`src/rtl/dff_bank_pkg.sv`:
```
// Shared types and width helpers for the arbitrated flop bank.
package dff_bank_pkg;

  typedef enum logic [1:0] {
    ST_IDLE  = 2'd0,
    ST_BUSY  = 2'd1,
    ST_CLEAR = 2'd2
  } state_t;

  function automatic int OWNER_W(input int n);
    return (n > 1) ? $clog2(n) : 1;
  endfunction

  function automatic int cnt_w(input int n);
    return (n > 0) ? $clog2(n + 1) : 1;
  endfunction

endpackage

```
`src/rtl/dff_bank_arb_rr_pick.sv`:
```
// Combinational round-robin select: first request after ptr, wrapping.
module rr_pick
  import dff_bank_pkg::*;
#(
  parameter int NREQ = 4
) (
  input  logic [NREQ-1:0]              req,
  input  logic [OWNER_W(NREQ)-1:0]     ptr,
  output logic [NREQ-1:0]              pick,
  output logic [OWNER_W(NREQ)-1:0]     pick_idx,
  output logic                         any
);

  localparam int OW = OWNER_W(NREQ);

  logic [OW-1:0] cand;

  always_comb begin
    pick     = '0;
    pick_idx = '0;
    any      = 1'b0;
    cand     = '0;
    for (int k = 1; k <= NREQ; k++) begin
      cand = OW'((int'(ptr) + k) % NREQ);
      if (!any && req[cand]) begin
        any         = 1'b1;
        pick[cand]  = 1'b1;
        pick_idx    = cand;
      end
    end
  end

endmodule

```
`src/rtl/dff_bank_arb.sv`:
```
// Round-robin write arbiter for a shared flop bank with complementary outputs.
//   state    | meaning
//   ST_IDLE  | no grant outstanding
//   ST_BUSY  | one requester owns the bank, bounded to HOLD writes
//   ST_CLEAR | one-cycle bubble after a clear
module dff_bank_arb
  import dff_bank_pkg::*;
#(
  parameter int NREQ  = 4,
  parameter int WIDTH = 8,
  parameter int HOLD  = 2
) (
  input  logic                     clk,
  input  logic                     reset_n,
  input  logic [NREQ-1:0]          req,
  input  logic [NREQ*WIDTH-1:0]    wdata,
  input  logic                     clr,
  output logic [NREQ-1:0]          gnt,
  output logic [$clog2(NREQ)-1:0]  owner,
  output logic [WIDTH-1:0]         q,
  output logic [WIDTH-1:0]         qb,
  output logic                     valid
);

  localparam int OW = OWNER_W(NREQ);
  localparam int HW = cnt_w(HOLD);

  state_t           state_q, state_d;
  logic [NREQ-1:0]  gnt_q, gnt_d;
  logic [OW-1:0]    owner_q, owner_d;
  logic [OW-1:0]    ptr_q, ptr_d;
  logic [HW-1:0]    left_q, left_d;
  logic [WIDTH-1:0] q_q, q_d;
  logic             valid_q, valid_d;

  logic [NREQ-1:0]  pick;
  logic [OW-1:0]    pick_idx;
  logic             pick_any;
  logic             xfer;
  logic [WIDTH-1:0] wsel;

  // Candidates exclude the current owner so rotation never re-picks it.
  rr_pick #(.NREQ(NREQ)) u_pick (
    .req      (req & ~gnt_q),
    .ptr      (ptr_q),
    .pick     (pick),
    .pick_idx (pick_idx),
    .any      (pick_any)
  );

  assign xfer = |(req & gnt_q);

  always_comb begin
    wsel = '0;
    for (int i = 0; i < NREQ; i++) begin
      if (gnt_q[i]) wsel = wsel | wdata[i*WIDTH +: WIDTH];
    end
  end

  always_comb begin
    state_d = state_q;
    gnt_d   = gnt_q;
    owner_d = owner_q;
    ptr_d   = ptr_q;
    left_d  = left_q;
    q_d     = q_q;
    valid_d = valid_q;

    if (clr) begin
      q_d     = '0;
      valid_d = 1'b0;
      gnt_d   = '0;
      left_d  = '0;
      state_d = ST_CLEAR;
    end else begin
      if (xfer) begin
        q_d     = wsel;
        valid_d = 1'b1;
      end
      case (state_q)
        ST_IDLE: begin
          if (pick_any) begin
            gnt_d   = pick;
            owner_d = pick_idx;
            ptr_d   = pick_idx;
            left_d  = HW'(HOLD);
            state_d = ST_BUSY;
          end
        end
        ST_BUSY: begin
          if (!xfer) begin
            // Owner released: hand over on this edge or fall back to idle.
            if (pick_any) begin
              gnt_d   = pick;
              owner_d = pick_idx;
              ptr_d   = pick_idx;
              left_d  = HW'(HOLD);
            end else begin
              gnt_d   = '0;
              left_d  = '0;
              state_d = ST_IDLE;
            end
          end else if (left_q == HW'(1)) begin
            left_d = HW'(HOLD);
            if (pick_any) begin
              gnt_d   = pick;
              owner_d = pick_idx;
              ptr_d   = pick_idx;
            end
          end else begin
            left_d = left_q - HW'(1);
          end
        end
        ST_CLEAR: begin
          state_d = ST_IDLE;
        end
        default: begin
          gnt_d   = '0;
          state_d = ST_IDLE;
        end
      endcase
    end
  end

  always_ff @(posedge clk) begin
    if (!reset_n) begin
      state_q <= ST_IDLE;
      gnt_q   <= '0;
      owner_q <= '0;
      ptr_q   <= OW'(NREQ - 1);
      left_q  <= '0;
      q_q     <= '0;
      valid_q <= 1'b0;
    end else begin
      state_q <= state_d;
      gnt_q   <= gnt_d;
      owner_q <= owner_d;
      ptr_q   <= ptr_d;
      left_q  <= left_d;
      q_q     <= q_d;
      valid_q <= valid_d;
    end
  end

  assign gnt   = gnt_q;
  assign owner = owner_q;
  assign q     = q_q;
  assign qb    = ~q_q;
  assign valid = valid_q;

endmodule
```
`config.mk`:
```
export PLATFORM = sky130hd
export DESIGN_NAME = dff_bank_arb
export DESIGN_NICKNAME = d
export VERILOG_FILES = /design/src/rtl/dff_bank_pkg.sv /design/src/rtl/dff_bank_arb_rr_pick.sv /design/src/rtl/dff_bank_arb.sv
export SDC_FILE = /design/constraint.sdc
export NUM_CORES = 1
export LEC_CHECK = 0
export ABC_AREA = 1
export BUFFER_PORTS_ARGS = -buffer_cell sky130_fd_sc_hd__buf_2
export CORE_MARGIN = 2
export CORE_UTILIZATION = 45
export CTS_CLUSTER_DIAMETER = 30
export DETAILED_ROUTE_END_ITERATION = 12
export PLACE_DENSITY = 0.72
export SLEW_MARGIN = 20
export SYNTH_ARGS = -nofsm -noshare
export SYNTH_HDL_FRONTEND = slang
export SYNTH_HIERARCHICAL = 1
export SYNTH_SLANG_ARGS = --single-unit
```
`constraint.sdc`:
```
create_clock -name clk -period 2.05 [get_ports clk]
set_input_delay 0.205 -clock clk [delete_from_list [all_inputs] [get_ports clk]]
set_output_delay 0.205 -clock clk [all_outputs]
set_load 0.05 [all_outputs]
```
Word level (Yosys, flattened, before mapping)

Cells that the tools add are included.
W data, S select, Z words.

Output and inout bits: 23
Word-level logic and storage cells: 118
Flip-flop bits (word level): 21

Bitwise gates (word level): 13
Eq/ne operators: 10
Magnitude comparators: 8
Reduce and logical (&&, ||, !) cells: 19
Add/sub/neg operators: 5
Multiplexer cells: 55

Operator list:

| kind                  | number |
|---|---|
| $mux W2               | 18 |
| $mux W4               | 8 |
| $mux W8               | 4 |
| $or A8 B8 Y8          | 3 |
| $pmux W2 S2           | 4 |
| $lt A2 B3 Y1 const B  | 4 |
| $mux W1               | 12 |
| $ne A3 B3 Y1 const B  | 4 |
| $or A4 B4 Y4          | 3 |
| $pmux W4 S3           | 1 |
| $reduce_and A3 Y1     | 3 |
| $and A4 B4 Y4         | 2 |
| $bmux W1 S2           | 4 |
| $demux W1 S2          | 4 |
| $ge A2 B1 Y1 const B  | 4 |
| $not A8 Y8            | 1 |
| $logic_and A1 B1 Y1   | 7 |
| $ne A2 B2 Y1 const B  | 3 |
| $add A2 B1 Y2 const B | 2 |
| $add A2 B2 Y2 const B | 2 |
| $eq A2 B1 Y1 const B  | 2 |
| $not A4 Y4            | 1 |
| $reduce_and A2 Y1     | 2 |
| $reduce_or A4 Y1      | 1 |
| 7 further kinds       | 11 |

Depth between registers and ports, before layout

Depth after elaboration: 18
Mapped depth: 14

Modules after synthesis

The synthesis kept the hierarchy.

Modules (own cells, without submodules):

| module       | seq. area each (µm²) | area each (µm²) | cells an instance | instances |
|---|---|---|---|---|
| dff_bank_arb | 420.4                | 1154.9          | 175               | 1 |
| rr_pick      | 0.0                  | 457.9           | 74                | 1 |

Least setup slack after synthesis

Ideal clock, no wire load.

Path kind: flip-flop to flip-flop
From: register gnt_q[2], in the netlist gnt[2]
To: register gnt_q[0], in the netlist gnt[0]
Clock period less this slack: 2.041 ns
Arrival time: 1.931 ns
Setup slack: 0.009 ns
Required time: 1.940 ns
Cell stages (with the launch flop): 15
Library setup time: 0.110 ns
Buffers on the path: 1
Path through: dfxtp_1 buf_2 nor2_1 inv_1 nand2_1 nand2_1 inv_1 nor2_2 nand4_1 inv_1 nand2_1 nand2_1 nand3_2 nand2_1 nor2_1

Word-level cells in the longest chain between the ends: 18
Elaborated cells on any way between the ends: 36
Those cells by class: eq/ne (1); mux (21); bitwise (6); reduce/logical (8)

RTL lines:

| element                       | line                                    | text |
|---|---|---|
| from (decl)                   | dff_bank_arb.sv:29                      | `logic [NREQ-1:0] gnt_q, gnt_d;` |
| from (signal assigned)        | dff_bank_arb.sv:136                     | `gnt_q <= gnt_d;` |
| $not A4 Y4 (*)                | dff_bank_arb.sv:44                      | `.req (req & ~gnt_q),` |
| $and A4 B4 Y4 (*)             | dff_bank_arb.sv:44                      |  |
| $bmux W1 S2                   | dff_bank_arb_rr_pick.sv:25              | `if (!any && req[cand]) begin` |
| $mux W1 (implied by the code) | dff_bank_arb_rr_pick.sv:25              |  |
| $mux W1                       | dff_bank_arb_rr_pick.sv:25              |  |
| $logic_not A1 Y1              | dff_bank_arb_rr_pick.sv:25              |  |
| $logic_and A1 B1 Y1           | dff_bank_arb_rr_pick.sv:25              |  |
| $mux W1                       | dff_bank_arb_rr_pick.sv:25              |  |
| [3 not listed]                | --                                      |  |
| $logic_not A1 Y1              | dff_bank_arb_rr_pick.sv:25              |  |
| $logic_and A1 B1 Y1           | dff_bank_arb_rr_pick.sv:25              |  |
| $mux W1 (*)                   | dff_bank_arb_rr_pick.sv:25              |  |
| via pick_any                  | dff_bank_arb.sv:38                      | `logic pick_any;` |
| $mux W4                       | dff_bank_arb.sv:82, dff_bank_arb.sv:105 |  |
| $mux W4                       | dff_bank_arb.sv:103                     | `end else if (left_q == HW'(1)) begin` |
| $mux W4                       | dff_bank_arb.sv:91                      | `if (!xfer) begin` |
| $pmux W4 S3 (*)               | dff_bank_arb.sv:80                      | `case (state_q)` |

The timed path passes the listed nets; every way through them passes the cells marked *. The select of a mux whose other input is x is not followed.
A chain may end at the register's enable or synchronous reset.

Final worst setup path

From: register ptr_q[0]
To: register owner_q[0], in the netlist owner[0]

Word-level cells in the longest chain between the ends: 17
Elaborated cells on any way between the ends: 30
Those cells by class: add/sub (4); mux (20); reduce/logical (6)

RTL lines:

| element                       | line                                                        | text |
|---|---|---|
| from (decl)                   | dff_bank_arb.sv:31                                          | `logic [OW-1:0] ptr_q, ptr_d;` |
| from (signal assigned)        | dff_bank_arb.sv:130                                         | `ptr_q <= OW'(NREQ - 1);` |
| from (signal assigned)        | dff_bank_arb.sv:138                                         | `ptr_q <= ptr_d;` |
| $add A2 B1 Y2                 | dff_bank_arb_rr_pick.sv:24                                  | `cand = OW'((int'(ptr) + k) % NREQ);` |
| $bmux W1 S2                   | dff_bank_arb_rr_pick.sv:25                                  |  |
| $mux W1 (implied by the code) | dff_bank_arb_rr_pick.sv:25                                  |  |
| $mux W1                       | dff_bank_arb_rr_pick.sv:25                                  |  |
| $logic_not A1 Y1              | dff_bank_arb_rr_pick.sv:25                                  |  |
| $logic_and A1 B1 Y1           | dff_bank_arb_rr_pick.sv:25                                  |  |
| $mux W1                       | dff_bank_arb_rr_pick.sv:25                                  |  |
| $logic_not A1 Y1              | dff_bank_arb_rr_pick.sv:25                                  |  |
| [2 not listed]                | --                                                          |  |
| $logic_not A1 Y1              | dff_bank_arb_rr_pick.sv:25                                  |  |
| $logic_and A1 B1 Y1           | dff_bank_arb_rr_pick.sv:25                                  |  |
| $mux W2 (*)                   | dff_bank_arb_rr_pick.sv:25                                  |  |
| via pick_idx[0]               | dff_bank_arb.sv:37                                          | `logic [OW-1:0] pick_idx;` |
| $mux W2 (*)                   | dff_bank_arb.sv:82, dff_bank_arb.sv:93, dff_bank_arb.sv:105 |  |
| $mux W2                       | dff_bank_arb.sv:103                                         |  |
| $mux W2                       | dff_bank_arb.sv:91                                          |  |
| $pmux W2 S2 (*)               | dff_bank_arb.sv:80                                          |  |
| to (signal assigned)          | dff_bank_arb.sv:137                                         | `owner_q <= owner_d;` |
| to (decl)                     | dff_bank_arb.sv:30                                          | `logic [OW-1:0] owner_q, owner_d;` |

Marked as above.

==> impl_summary.log <==
[metrics] post-synthesis to final-layout area growth: 26.8%
[metrics] GP Congestion: 0.875
[metrics] Peak supply drop: between 0.3 and 0.4 mV
[metrics] total negative setup slack: 0 ps
[metrics] number of hold buffers added after CTS: 0
[metrics] Period Utilization, post-route: roughly 87%
[metrics] count of state elements after synthesis: 21
[metrics] Worst Tran Pin Value: ~290 ps
[metrics] total count of max-transition violations in the final report: 0
[metrics] count of H-tree levels built during CTS: 1
[metrics] proportion of synthesized chip area in sequential cells: about a quarter
[metrics] Post CTS Setup Buffer Count: 0
[metrics] result of the run: finished, final reports clean
[metrics] antenna-violating nets left: 0
[metrics] Max Clock Skew: 4.64 ps
[metrics] Max Cap Viol: 0
[metrics] I/O pin cnt: a little over 60
[metrics] number of gates resized after CTS: 0
[metrics] async set-reset flop share out of synthesis: 0%
[metrics] DRT Pass-1 Iters: 4
[metrics] routed vias/inst: approximately 4.8
[metrics] combined global-route utilization of all metal layers: 20.5%
[metrics] number of enable-type register cells in the synthesized netlist: 0
[metrics] total count of hold-check failures in the final report: 0
[metrics] maximum number of buffers from clock root to sink: 2
[metrics] number of antenna violations at the first check in global routing: 0
[metrics] placeable core region: approximately 0.0034 mm2
[metrics] first-pass GRT wire length: 6690 um
[metrics] Leakage: 1.05 nW
[metrics] arrival time at the worst endpoint: roughly 2000 ps
[metrics] highest net fanout along the worst path: 10
[metrics] Sinks on Clock Net: 21
[metrics] pwr/cell area: slightly above 800 mW/mm2
[metrics] most frequently used cell type in the post-synthesis netlist: sky130_fd_sc_hd__nand2_1
[metrics] Horiz. Die Dim: between 60 and 70 um
[metrics] half-perimeter wire length after placement: 3270 um
[metrics] Clock Pin Slew Worst Setup and Hold Paths: 130 ps
[metrics] clock tree from TritonCTS: built
[metrics] critical path required time: 2300 ps
[metrics] worst skew pair latency: about 310 ps
[metrics] Max-slew headroom: ~81%
[metrics] number of standard cells after synthesis: ~250
[metrics] cell row count: 21
[metrics] Final Total Pwr: between 1.5 and 2 mW
[metrics] leading area contributor after synthesis: sky130_fd_sc_hd__dfxtp_1
[metrics] post-route DRC violation count: 0
[metrics] nature of the critical path endpoint: flop
[metrics] average routed wire per standard cell: around 11 um
[metrics] Main synth FF type: sky130_fd_sc_hd__dfxtp_1
[metrics] final setup violation count: 0
[metrics] Avg Synthesized Cell Area: approximately 6.5 um2
[metrics] top cells by count, synth: 69 x sky130_fd_sc_hd__nand2_1, 28 x sky130_fd_sc_hd__inv_1, 21 x sky130_fd_sc_hd__dfxtp_1, 21 x sky130_fd_sc_hd__nor2_1, 18 x sky130_fd_sc_hd__nand3_1
[metrics] die outline area: 0.00408 mm2
[metrics] initial standard-cell utilization of the core: roughly 48%
[metrics] number of design-rule violations left by the first detailed-router iteration: just over 70
[metrics] routed vias: between 1500 and 2000
[metrics] type of the worst min-delay path: in -> reg
[metrics] post-layout instance count excluding filler cells: around 360
[metrics] number of library cell types mapped by synthesis: 28
[metrics] largest cells by area after synthesis: sky130_fd_sc_hd__dfxtp_1 26%, sky130_fd_sc_hd__nand2_1 16%, sky130_fd_sc_hd__inv_1 6.5%
[metrics] number of global-route vias before repair: ~1500
[metrics] number of buffers created by CTS: 3
[metrics] PortBufs: between 60 and 70
[metrics] total gr overflow: 0
[metrics] area of all placed cells without fillers: 0.00205 mm2
[metrics] # diodes: 0
[metrics] Syn Nets: approximately 300
[metrics] setup repair after global routing missed its margin: false
[metrics] count of synthesis-stage warnings from yosys: 6
[metrics] share of final-layout standard cells stronger than drive strength 1: about a third
[metrics] utilization after layout: 60.4%
[metrics] achievable clock frequency: 559 MHz
[metrics] placed cell count: between 300 and 400
[metrics] maximum number of pins on one net before global-route repair: 15
[metrics] final critical delay including setup and external delays: ~1800 ps
[metrics] sort of element at the start of the critical path: flop
[metrics] post-layout net count: about 370
[metrics] post-synthesis instance area: 0.00161 mm2
[metrics] type of the setup path with the least slack: reg -> reg
[metrics] routed wire length: ~4200 um
[metrics] Yosys top cell area share: roughly a quarter
[metrics] root buf cell: sky130_fd_sc_hd__clkbuf_4
[metrics] cell area after placement: slightly above 0.002 mm2
[metrics] Die Height: roughly 64 um
## metal layers
layer / part of all wire (%) / GRT usage, % / wire (um)
met1: 47 / 25.9 / 1950
met5: 0 / 0 / 0
met2: 46 / 36.5 / 1940
met4: 0.55 / 5.71 / 23
met3: 6.2 / 2.29 / 258
## state kept, by name (all words and copies together) (netlist names)
register and cells:
owner 2, left_q 2, q 8, valid 1, gnt 4, ptr_q 2, state_q 2
## path summary, 6_finish.rpt
check / from / to / slack [ps] / depth (start not counted)
max: ptr_q[0] / owner[0] / 260 / 10
min: clr / state_q[1] / 110 / 3
max reg2reg: ptr_q[0] / owner[0] / 260 / 10
min reg2reg: owner[1] / owner[1] / 470 / 2
## critical path: stages (launching register included)
cell and delay [ps]:
sky130_fd_sc_hd__dfxtp_1 360, sky130_fd_sc_hd__inv_2 100, sky130_fd_sc_hd__ha_1 350, sky130_fd_sc_hd__inv_1 90
sky130_fd_sc_hd__nand2_2 120, sky130_fd_sc_hd__nand2_2 70, sky130_fd_sc_hd__nor2_2 190, sky130_fd_sc_hd__nor2_1 80
sky130_fd_sc_hd__a21oi_2 110, sky130_fd_sc_hd__nand3_1 110, sky130_fd_sc_hd__a21oi_1 150
## metrics by stage
step           setup slack (ps)  hold slack (ps)
5_1_grt                    86.4              128
3_5_place_dp                303              435
3_3_place_gp                331              437
2_1_floorplan              8.67              289
4_1_cts                     275              103
6_report                    262              107
## cell type report
class	instances	area, um2
fill	333	1340
multi-input combinational	187	1030
sequential	21	420
timing repair buffer	71	380
inverter	35	134
tap	46	57.6
clock buffer	3	22.5
clock inverter	1	5.00
## cells by family after synthesis
kind of cell    Yosys count  synth area share (%)
buf+inv                  41                  10.3
compound gates           34                  13.0
flops                    21                  26.1
simple gates            145                  44.5
fa+ha+maj                 8                  6.21
## placed cells by master, fill, tap and decap left out
cell type,synthesis,final
sky130_fd_sc_hd__nand2_4,3,3
sky130_fd_sc_hd__a211oi_1,2,2
sky130_fd_sc_hd__inv_2,6,6
sky130_fd_sc_hd__a21boi_0,4,4
sky130_fd_sc_hd__inv_1,28,28
sky130_fd_sc_hd__nor2_1,21,21
sky130_fd_sc_hd__nand3_2,2,2
sky130_fd_sc_hd__o21ai_0,3,3
sky130_fd_sc_hd__nand3_1,18,18
sky130_fd_sc_hd__nand4_1,12,12
sky130_fd_sc_hd__a22o_1,4,4
sky130_fd_sc_hd__clkinv_2,0,1
sky130_fd_sc_hd__o21ai_1,5,5
sky130_fd_sc_hd__buf_2,5,61
sky130_fd_sc_hd__nor2_2,4,4
sky130_fd_sc_hd__buf_4,1,10
sky130_fd_sc_hd__nand3_4,1,1
sky130_fd_sc_hd__nor2_4,1,1
sky130_fd_sc_hd__clkbuf_4,0,3
sky130_fd_sc_hd__inv_4,1,1
sky130_fd_sc_hd__dfxtp_1,21,21
sky130_fd_sc_hd__nand3b_1,4,4
sky130_fd_sc_hd__or2_1,1,1
sky130_fd_sc_hd__a31oi_1,1,1
sky130_fd_sc_hd__a21oi_1,13,13
sky130_fd_sc_hd__a21oi_2,2,2
sky130_fd_sc_hd__nor2_8,1,1
sky130_fd_sc_hd__ha_1,8,8
sky130_fd_sc_hd__nand2_1,69,69
sky130_fd_sc_hd__nand2_2,8,8
## power by group
| group | total, mW | internal [mW] | switching [mW] |
|---|---|---|---|
| registers | 0.476 | 0.453 | 0.0237 |
| clock network | 0.208 | 0.0729 | 0.136 |
| logic | 0.984 | 0.325 | 0.660 |
| total | 1.67 | 0.850 | 0.819 |
Note: power is estimated with default switching activity, not from simulation.
